`config.mk`:
```
export PLATFORM = sky130hd
export DESIGN_NAME = risc_run_ctrl_flat
export DESIGN_NICKNAME = d
export VERILOG_FILES = /design/src/rtl/risc_run_ctrl_if.sv /design/src/rtl/risc_run_ctrl.sv /design/src/flat_wrapper.sv
export SDC_FILE = /design/constraint.sdc
export NUM_CORES = 1
export LEC_CHECK = 0
export ABC_AREA = 1
export CORE_MARGIN = 5
export CORE_UTILIZATION = 45
export DETAILED_ROUTE_END_ITERATION = 8
export HOLD_SLACK_MARGIN = 0.05
export PLACE_DENSITY = 0.69
export SETUP_SLACK_MARGIN = 0.4
export SYNTH_ARGS = -nofsm -noshare
export SYNTH_HDL_FRONTEND = slang
export SYNTH_SLANG_ARGS = --single-unit
```
`constraint.sdc`:
```
create_clock -name clk -period 1.45 [get_ports clk]
set_input_delay 0.3625 -clock clk [delete_from_list [all_inputs] [get_ports clk]]
set_output_delay 0.3625 -clock clk [all_outputs]
set_load 0.005 [all_outputs]
```
`src/rtl/risc_run_ctrl_if.sv`:
```
// risc_run_ctrl_if: control/status bundle between a run master (host or
// debugger) and the risc_run_ctrl controller.
//
// Signals:
//   start      master -> ctrl  launch a run (accepted in IDLE or DONE)
//   abort      master -> ctrl  cancel any non-IDLE activity
//   step_mode  master -> ctrl  1 = single-step operation
//   step_req   master -> ctrl  step request (rising edge detected in ctrl)
//   halt_in    master -> ctrl  processor halt indication
//   cpu_en     ctrl -> master  processor clock-enable
//   cycle_cnt  ctrl -> master  enabled cycles in the current or last run
//   busy       ctrl -> master  run in progress (RUN, PAUSE or STEP)
//   done       ctrl -> master  run finished, held until start/abort/reset
//   timeout    ctrl -> master  run ended by the watchdog
//   step_ack   ctrl -> master  one-cycle pulse at the end of a step burst
interface risc_run_ctrl_if #(
  parameter int CNT_W = 16
);
  logic             start;
  logic             abort;
  logic             step_mode;
  logic             step_req;
  logic             halt_in;
  logic             cpu_en;
  logic [CNT_W-1:0] cycle_cnt;
  logic             busy;
  logic             done;
  logic             timeout;
  logic             step_ack;

  modport master (
    output start, abort, step_mode, step_req, halt_in,
    input  cpu_en, cycle_cnt, busy, done, timeout, step_ack
  );

  modport slave (
    input  start, abort, step_mode, step_req, halt_in,
    output cpu_en, cycle_cnt, busy, done, timeout, step_ack
  );
endinterface

```
`src/rtl/risc_run_ctrl.sv`:
```
// risc_run_ctrl: run/step controller producing the clock-enable of a small
// processor. A run is launched with start, continues until halt_in (or the
// optional watchdog) ends it, and can be paused and advanced in bursts of
// STEP_BURST enabled cycles per step request.
//
// Ports:
//   clk    single clock, rising edge
//   rst_n  asynchronous active-low reset
//   bus    risc_run_ctrl_if.slave (start, abort, step_mode, step_req,
//          halt_in in; cpu_en, cycle_cnt, busy, done, timeout, step_ack out)
//
// Parameters:
//   CNT_W       width of the enabled-cycle counter
//   MAX_CYCLES  watchdog limit in enabled cycles (1 .. 2^CNT_W-1)
//   STEP_BURST  enabled cycles granted per step request (1 .. 255)
//
// Build option:
//   RISC_RUN_CTRL_WATCHDOG_EN  when defined, a run that reaches MAX_CYCLES
//   enabled cycles ends in DONE with timeout=1. When undefined, timeout is
//   tied to 0 and runs end only through halt_in or abort.
module risc_run_ctrl #(
  parameter int CNT_W      = 16,
  parameter int MAX_CYCLES = 16,
  parameter int STEP_BURST = 1
) (
  input logic            clk,
  input logic            rst_n,
  risc_run_ctrl_if.slave bus
);

  typedef enum logic [2:0] {
    IDLE,
    RUN,
    PAUSE,
    STEP,
    DONE
  } state_t;

  state_t           state;
  state_t           state_nxt;
  logic [CNT_W-1:0] cnt;
  logic [CNT_W-1:0] cnt_inc;
  logic [CNT_W-1:0] cnt_nxt;
  logic [7:0]       burst;
  logic [7:0]       burst_nxt;
  logic             step_req_q;
  logic             step_edge;
  logic             cpu_en_q;
  logic             busy_q;
  logic             done_q;
  logic             step_last_q;

`ifdef RISC_RUN_CTRL_WATCHDOG_EN
  localparam logic [CNT_W-1:0] WD_LIMIT = CNT_W'(MAX_CYCLES);

  logic timeout_q;
  logic timeout_nxt;
  logic wd_hit;

  // The watchdog fires on the enabled cycle whose count reaches the limit,
  // so that cycle is still counted before the run stops.
  assign wd_hit      = (cnt_inc == WD_LIMIT);
  assign bus.timeout = timeout_q;
`else
  // MAX_CYCLES only matters to the watchdog.
  logic unused_max_cycles;
  assign unused_max_cycles = ^MAX_CYCLES;
  assign bus.timeout       = 1'b0;
`endif

  assign step_edge     = bus.step_req & ~step_req_q;
  assign cnt_inc       = (cnt == '1) ? cnt : cnt + CNT_W'(1);
  assign bus.cpu_en    = cpu_en_q;
  assign bus.busy      = busy_q;
  assign bus.done      = done_q;
  assign bus.cycle_cnt = cnt;
  // A halt inside a burst cuts it short, so the ack is raised in that same
  // cycle rather than waiting for the registered last-burst flag.
  assign bus.step_ack  = step_last_q | ((state == STEP) & bus.halt_in & ~bus.abort);

  // Next-state decode. Priority inside RUN/STEP is abort, then halt_in,
  // then watchdog, then the normal mode/burst transitions. Abort is applied
  // last so it overrides everything and freezes the counter.
  always_comb begin
    state_nxt = state;
    burst_nxt = burst;
    cnt_nxt   = cnt;
`ifdef RISC_RUN_CTRL_WATCHDOG_EN
    timeout_nxt = timeout_q;
`endif
    if (state == RUN || state == STEP) begin
      cnt_nxt = cnt_inc;
    end

    case (state)
      IDLE, DONE: begin
        if (bus.start) begin
          cnt_nxt   = '0;
          state_nxt = bus.step_mode ? PAUSE : RUN;
`ifdef RISC_RUN_CTRL_WATCHDOG_EN
          timeout_nxt = 1'b0;
`endif
        end
      end
      RUN: begin
        if (bus.halt_in) begin
          state_nxt = DONE;
        end
`ifdef RISC_RUN_CTRL_WATCHDOG_EN
        else if (wd_hit) begin
          state_nxt   = DONE;
          timeout_nxt = 1'b1;
        end
`endif
        else if (bus.step_mode) begin
          state_nxt = PAUSE;
        end
      end
      PAUSE: begin
        if (step_edge) begin
          state_nxt = STEP;
          burst_nxt = 8'(STEP_BURST);
        end
      end
      STEP: begin
        if (bus.halt_in) begin
          state_nxt = DONE;
        end
`ifdef RISC_RUN_CTRL_WATCHDOG_EN
        else if (wd_hit) begin
          state_nxt   = DONE;
          timeout_nxt = 1'b1;
        end
`endif
        else if (burst == 8'd1) begin
          state_nxt = bus.step_mode ? PAUSE : RUN;
        end else begin
          burst_nxt = burst - 8'd1;
        end
      end
      default: state_nxt = IDLE;
    endcase

    if (bus.abort) begin
      state_nxt = IDLE;
      cnt_nxt   = cnt;
`ifdef RISC_RUN_CTRL_WATCHDOG_EN
      timeout_nxt = 1'b0;
`endif
    end
  end

  // State, counters and registered outputs. Outputs are decoded from the
  // next state so they line up with the state they describe.
  always_ff @(posedge clk or negedge rst_n) begin
    if (!rst_n) begin
      state       <= IDLE;
      cnt         <= '0;
      burst       <= '0;
      step_req_q  <= 1'b0;
      cpu_en_q    <= 1'b0;
      busy_q      <= 1'b0;
      done_q      <= 1'b0;
      step_last_q <= 1'b0;
`ifdef RISC_RUN_CTRL_WATCHDOG_EN
      timeout_q   <= 1'b0;
`endif
    end else begin
      state       <= state_nxt;
      cnt         <= cnt_nxt;
      burst       <= burst_nxt;
      step_req_q  <= bus.step_req;
      cpu_en_q    <= (state_nxt == RUN) || (state_nxt == STEP);
      busy_q      <= (state_nxt == RUN) || (state_nxt == PAUSE) || (state_nxt == STEP);
      done_q      <= (state_nxt == DONE);
      step_last_q <= (state_nxt == STEP) && (burst_nxt == 8'd1);
`ifdef RISC_RUN_CTRL_WATCHDOG_EN
      timeout_q   <= timeout_nxt;
`endif
    end
  end

endmodule

```
`src/flat_wrapper.sv`:
```
// flat-port wrapper written by rule: the top's interface ports become plain ports
module risc_run_ctrl_flat 
#(
  parameter int CNT_W      = 16,
  parameter int MAX_CYCLES = 16,
  parameter int STEP_BURST = 1
)
  (clk, rst_n, bus_start, bus_abort, bus_step_mode, bus_step_req, bus_halt_in, bus_cpu_en, bus_cycle_cnt, bus_busy, bus_done, bus_timeout, bus_step_ack);
  risc_run_ctrl_if #(.CNT_W(CNT_W)) bus_i ();
  input logic clk;
  input logic rst_n;
  input wire logic [$bits(bus_i.start)-1:0] bus_start;
  input wire logic [$bits(bus_i.abort)-1:0] bus_abort;
  input wire logic [$bits(bus_i.step_mode)-1:0] bus_step_mode;
  input wire logic [$bits(bus_i.step_req)-1:0] bus_step_req;
  input wire logic [$bits(bus_i.halt_in)-1:0] bus_halt_in;
  output wire logic [$bits(bus_i.cpu_en)-1:0] bus_cpu_en;
  output wire logic [$bits(bus_i.cycle_cnt)-1:0] bus_cycle_cnt;
  output wire logic [$bits(bus_i.busy)-1:0] bus_busy;
  output wire logic [$bits(bus_i.done)-1:0] bus_done;
  output wire logic [$bits(bus_i.timeout)-1:0] bus_timeout;
  output wire logic [$bits(bus_i.step_ack)-1:0] bus_step_ack;
  assign bus_i.start = bus_start;
  assign bus_i.abort = bus_abort;
  assign bus_i.step_mode = bus_step_mode;
  assign bus_i.step_req = bus_step_req;
  assign bus_i.halt_in = bus_halt_in;
  assign bus_cpu_en = bus_i.cpu_en;
  assign bus_cycle_cnt = bus_i.cycle_cnt;
  assign bus_busy = bus_i.busy;
  assign bus_done = bus_i.done;
  assign bus_timeout = bus_i.timeout;
  assign bus_step_ack = bus_i.step_ack;
  risc_run_ctrl #(.CNT_W(CNT_W), .MAX_CYCLES(MAX_CYCLES), .STEP_BURST(STEP_BURST)) u_core (.clk(clk), .rst_n(rst_n), .bus(bus_i));
endmodule
```
==> results list <==
* Outcome: complete, but fails checks
- Failing checks: setup timing
- The number of pins exceeding their max-slew limit in the final report was 0.
- Dominant combinational cell family by area after synthesis: simple AND/OR/NAND/NOR gates
- Number of standard cells in the final layout excluding fillers: 479
- Clock Path Buffers: 2
- The detailed router placed around 2,700 vias in this run.
- Once the floorplan was initialized, standard cells occupied between 40% and 50% of the core.
- Dividing the detail-routed via count by the number of cells gives between 5 and 6.
- The cell count after synthesis came out at 291.
- Share of post-route cells with drive strength above 1: 53.6%
- Number of max-cap violations: 0
- Once detail routing completed, the nets flagged for antenna violations numbered 0.
- Count of cells along the worst register-to-register path: 12
* Top achievable clock speed: 0.519 GHz
- Counting the buffers created by CTS gives 5.
- Count of pins on the block boundary: 28
- The synthesized netlist devotes approximately 39% of its cell area to simple gates.
* Number of nets at the end of the flow: roughly 440
- Ys Warns: 0
- In the post-route analysis, the smallest setup slack over all paths is -0.475 ns.
- Final core area utilization: slightly below 90%
- Power density cells: 982 nW/um^2
* Final-report setup violation count: 27
- The synthesized netlist devotes 1.85% of its cell area to adder and majority cells.
- Critical path origin: u_core.bus.cycle_cnt[0]$_DFFE_PN0N_
- Summed over all instances, the cell type with the most area after synthesis is dfrtp_1.
* Overall Power: 3720 uW
* HPWL after detailed placement: roughly 4200 microns
- The root buffer cell chosen for the clock tree is clkbuf_8.
- Wires add up to between 8000 and 9000 microns.
- After synthesis, the share of flip-flops with an asynchronous set or reset is 100%.
- RSZ-0062 raised after global routing: true
- The floorplan step defined a die boundary enclosing a little under 6000 sq um.
* Post-Syn Area per Cell: 6.99 sq um
- Data on the critical path is required at its endpoint by approximately 1.6 ns.
- Ranking of synthesized cells by instance count: nand2_1 (75), nor2_1 (44), inv_1 (42)
- # H-tree levels: 2
- Number of DRC violations after detailed routing: 0
- The worst register-to-register path begins at u_core.bus.cycle_cnt[0]$_DFFE_PN0N_.
- Measured along the x axis, the die boundary spans a little under 80 microns.
- In the global route stage, overall resource usage came out at about a quarter.
- The floorplan step defined a core boundary enclosing roughly 4400 sq um.
- Setup slack of the most critical reg-to-reg path: -0.48 ns
- Of all nets on the critical path, the largest fanout is 5.
- Area share of the largest cell type after synthesis: between 30% and 40%
- The worst setup path is of the register to register kind.
- Worst skew pair latency: ~0.3 ns
* Routability congestion estimate from global placement: between 0.8 and 0.9
* Cell count after placement: around 430
* Number of buffers inserted for hold repair after clock tree synthesis: 0
- The synthesized design contains 32 register bits.
- The die is between 70 and 80 microns tall.
- Summed instance area of the synthesized netlist: ~2000 sq um
- CP Launch Type: register
- In this run the static leakage power is 0.00199 uW.
- Top flip-flop cell by instance count after synthesis: dfrtp_1
* Hold crit path type: input pin to register
- Data arrival time of the critical path: roughly 2.1 ns
* Synth Area in Compound Gates: under 10%
* Final cycle utilization of the critical path: 133%
- The number of antenna diodes in the final layout is 0.
* Clock transition at the registers of the reported paths: 0.08 ns
- TritonCTS built the clock tree.
* Global-route wire length before repair: about 12,000 microns
* Clock tree skew after final layout: roughly 0.0085 ns
- Multiplexer area fraction after synthesis: 0%
* Max incr delay on CP: between 0.4 and 0.5 ns
- The slowest stage of the critical path belongs to the cell dfrtp_1.
- Number of buffers and inverters on the critical path: 1
- Compared with the post-synthesis result, the final layout area differs by 86.3%.
* Global route total overflow: 0
- Entering global routing, the biggest net connects 33 pins.
* Kind of cell adding the most delay to the critical path: simple AND/OR/NAND/NOR gates
- In this run the worst setup path terminates at u_core.bus.cycle_cnt[6]$_DFFE_PN0N_.
- Via count of the first global-routing pass: between 2,000 and 3,000
- The number of antenna violations at the first check in global routing was 0.
- Counting distinct cell types in the post-synthesis netlist gives 31.
- Number of placement rows: 24
- Tmin final: 1.93 ns
- The synthesized design contains 0 enable-type register cells.
- IR analysis of the VDD net gives a maximum drop of around 0.00064 V.
- Sequential fraction of the synthesis area: ~39%
- The number of nets in the synthesized netlist is 301.
- Number of DRC violations after detailed-routing iteration 0: about 260
- Leading cell type by number of instances after synthesis: nand2_1
* Number of clock sinks: 32
* Crit end category: register
- In the post-synthesis netlist, the biggest area contributors are dfrtp_1 (39%), nand2_1 (14%), nor2_1 (8.1%).
- After detailed routing, the average wire length per cell comes to approximately 18 microns.
- The first detailed-routing pass ran for 4 iterations.
- Fraction of synthesized cell area in xor and xnor cells: approximately 2.2%
- The count of endpoints failing hold in the final timing report is 0.
- The critical path runs through a total of 12 cells.
- In this run the critical register-to-register path is captured at u_core.bus.cycle_cnt[6]$_DFFE_PN0N_.
- Count of input and output buffers: 26
- Cells along the critical path: ha_2, nand2_2, inv_2, nand2_4, nor2_4, nand3_4, nand2_4, nor2_4, nand2_2, nand2_1, nand2_1, nor2_1
registers in the layout, summed over array words and instances (netlist names):
signal and cells:
u_core.burst 8, u_core.bus.busy 1, u_core.bus.cpu_en 1, u_core.bus.cycle_cnt 16, u_core.bus.done 1, u_core.state 3
u_core.step_last_q 1, u_core.step_req_q 1
cell families (layout without fill, tap and decap cells):
kind of cell               Yosys count  count (layout)
and+or+nand+nor                    173             173
buffers and inverters               49             185
DFF                                 32              32
AOI/OAI and AO/OA                   28              28
xor gates and xnor gates             5               5
adders and majority gates            3               3
other                                1               1
stage by stage:
| step | setup TNS [ns] | area, sq um | hold slack [ns] | worst slack [ns] |
|---|---|---|---|---|
| after detailed placement | -9.97 | 2880 | 0.576 | -0.517 |
| after floorplan | -0.0645 | 2110 | 0.0669 | -0.0240 |
| after global placement | -9.51 | 2880 | 0.565 | -0.453 |
| final | -5.76 | 3790 | 0.212 | -0.475 |
| after global routing | -7.72 | 3790 | 0.203 | -0.583 |
| after CTS | -2.02 | 3470 | 0.434 | -0.191 |
worst register-to-register path: stages (launching register included):
cell,delay (ns)
dfrtp_1,0.43
ha_2,0.21
nand2_2,0.07
inv_2,0.06
nand2_4,0.09
nor2_4,0.06
nand3_4,0.13
nand2_4,0.09
nor2_4,0.19
nand2_2,0.08
nand2_1,0.06
nand2_1,0.06
nor2_1,0.27
where the power goes:
group / switching (uW) / internal, uW
Sequential: 88.3 / 984
Combinational: 845 / 813
Clock: 384 / 607
Total: 1320 / 2400
area by class of cell:
type	count	area (sq um)
Clock inverter	1	30.0
Timing Repair Buffer	130	1180
Sequential cell	32	803
Clock buffer	7	96.3
Fill cell	221	593
Inverter	47	184
Tap cell	52	65.1
Multi-Input combinational cell	210	1440
what timing repair did:
| action | in CTS | in global routing |
|---|---|---|
| pin swaps | 32 | 38 |
| gates cloned | 0 | 0 |
| endpoints found under the setup margin | 51 | 51 |
| setup buffers | 27 | 17 |
| hold endpoints to repair | 0 | 0 |
| resized for setup | 177 | 50 |
worst min-delay path by stage:
stage	start	depth (start not counted)	endpoint	slack (ns)
3_5_place_dp	u_core.bus.cycle_cnt[12]$_DFFE_PN0N_	2	u_core.bus.cycle_cnt[12]$_DFFE_PN0N_	0.58
2_1_floorplan	rst_n	0	u_core.burst[0]$_DFF_PN0_	0.07
6_report	bus_step_req	1	u_core.step_req_q$_DFF_PN0_	0.21
3_3_place_gp	u_core.bus.cycle_cnt[12]$_DFFE_PN0N_	2	u_core.bus.cycle_cnt[12]$_DFFE_PN0N_	0.57
5_1_grt	bus_step_req	1	u_core.step_req_q$_DFF_PN0_	0.20
4_1_cts	rst_n	2	u_core.bus.cpu_en$_DFF_PN0_	0.43
routing by layer:
layer	vias to the layer above	routed length (microns)	GRT usage, %
met5	-	0	0
met4	0	669	13.4
met3	68	575	6.09
met2	147	4320	42.3
met1	1296	3100	28.6
li1	1183	-	-
placed cells by master, fill, tap and decap left out, types with 2 or more instances in the layout:
master and n:
xor2_1 5, nand2_4 11, dfrtp_2 2, nand2_1 53, nand3_1 19, ha_4 2
a21oi_4 2, clkbuf_8 7, nand3_4 2, o21ai_1 5, nor2_4 11, dfrtp_1 30
nand2_2 16, buf_2 6, o21bai_1 3, nor2_2 8, inv_2 16, nand4_1 6
nor3_4 3, clkdlybuf4s50_1 3, inv_1 29, dlygate4sd2_1 2, buf_4 67, a21oi_2 8
nand3_2 5, o21ai_0 3, nor3_2 2, buf_6 50, a21oi_1 2, nor2_1 30
No activity file was read; power rests on OpenSTA's default activity.
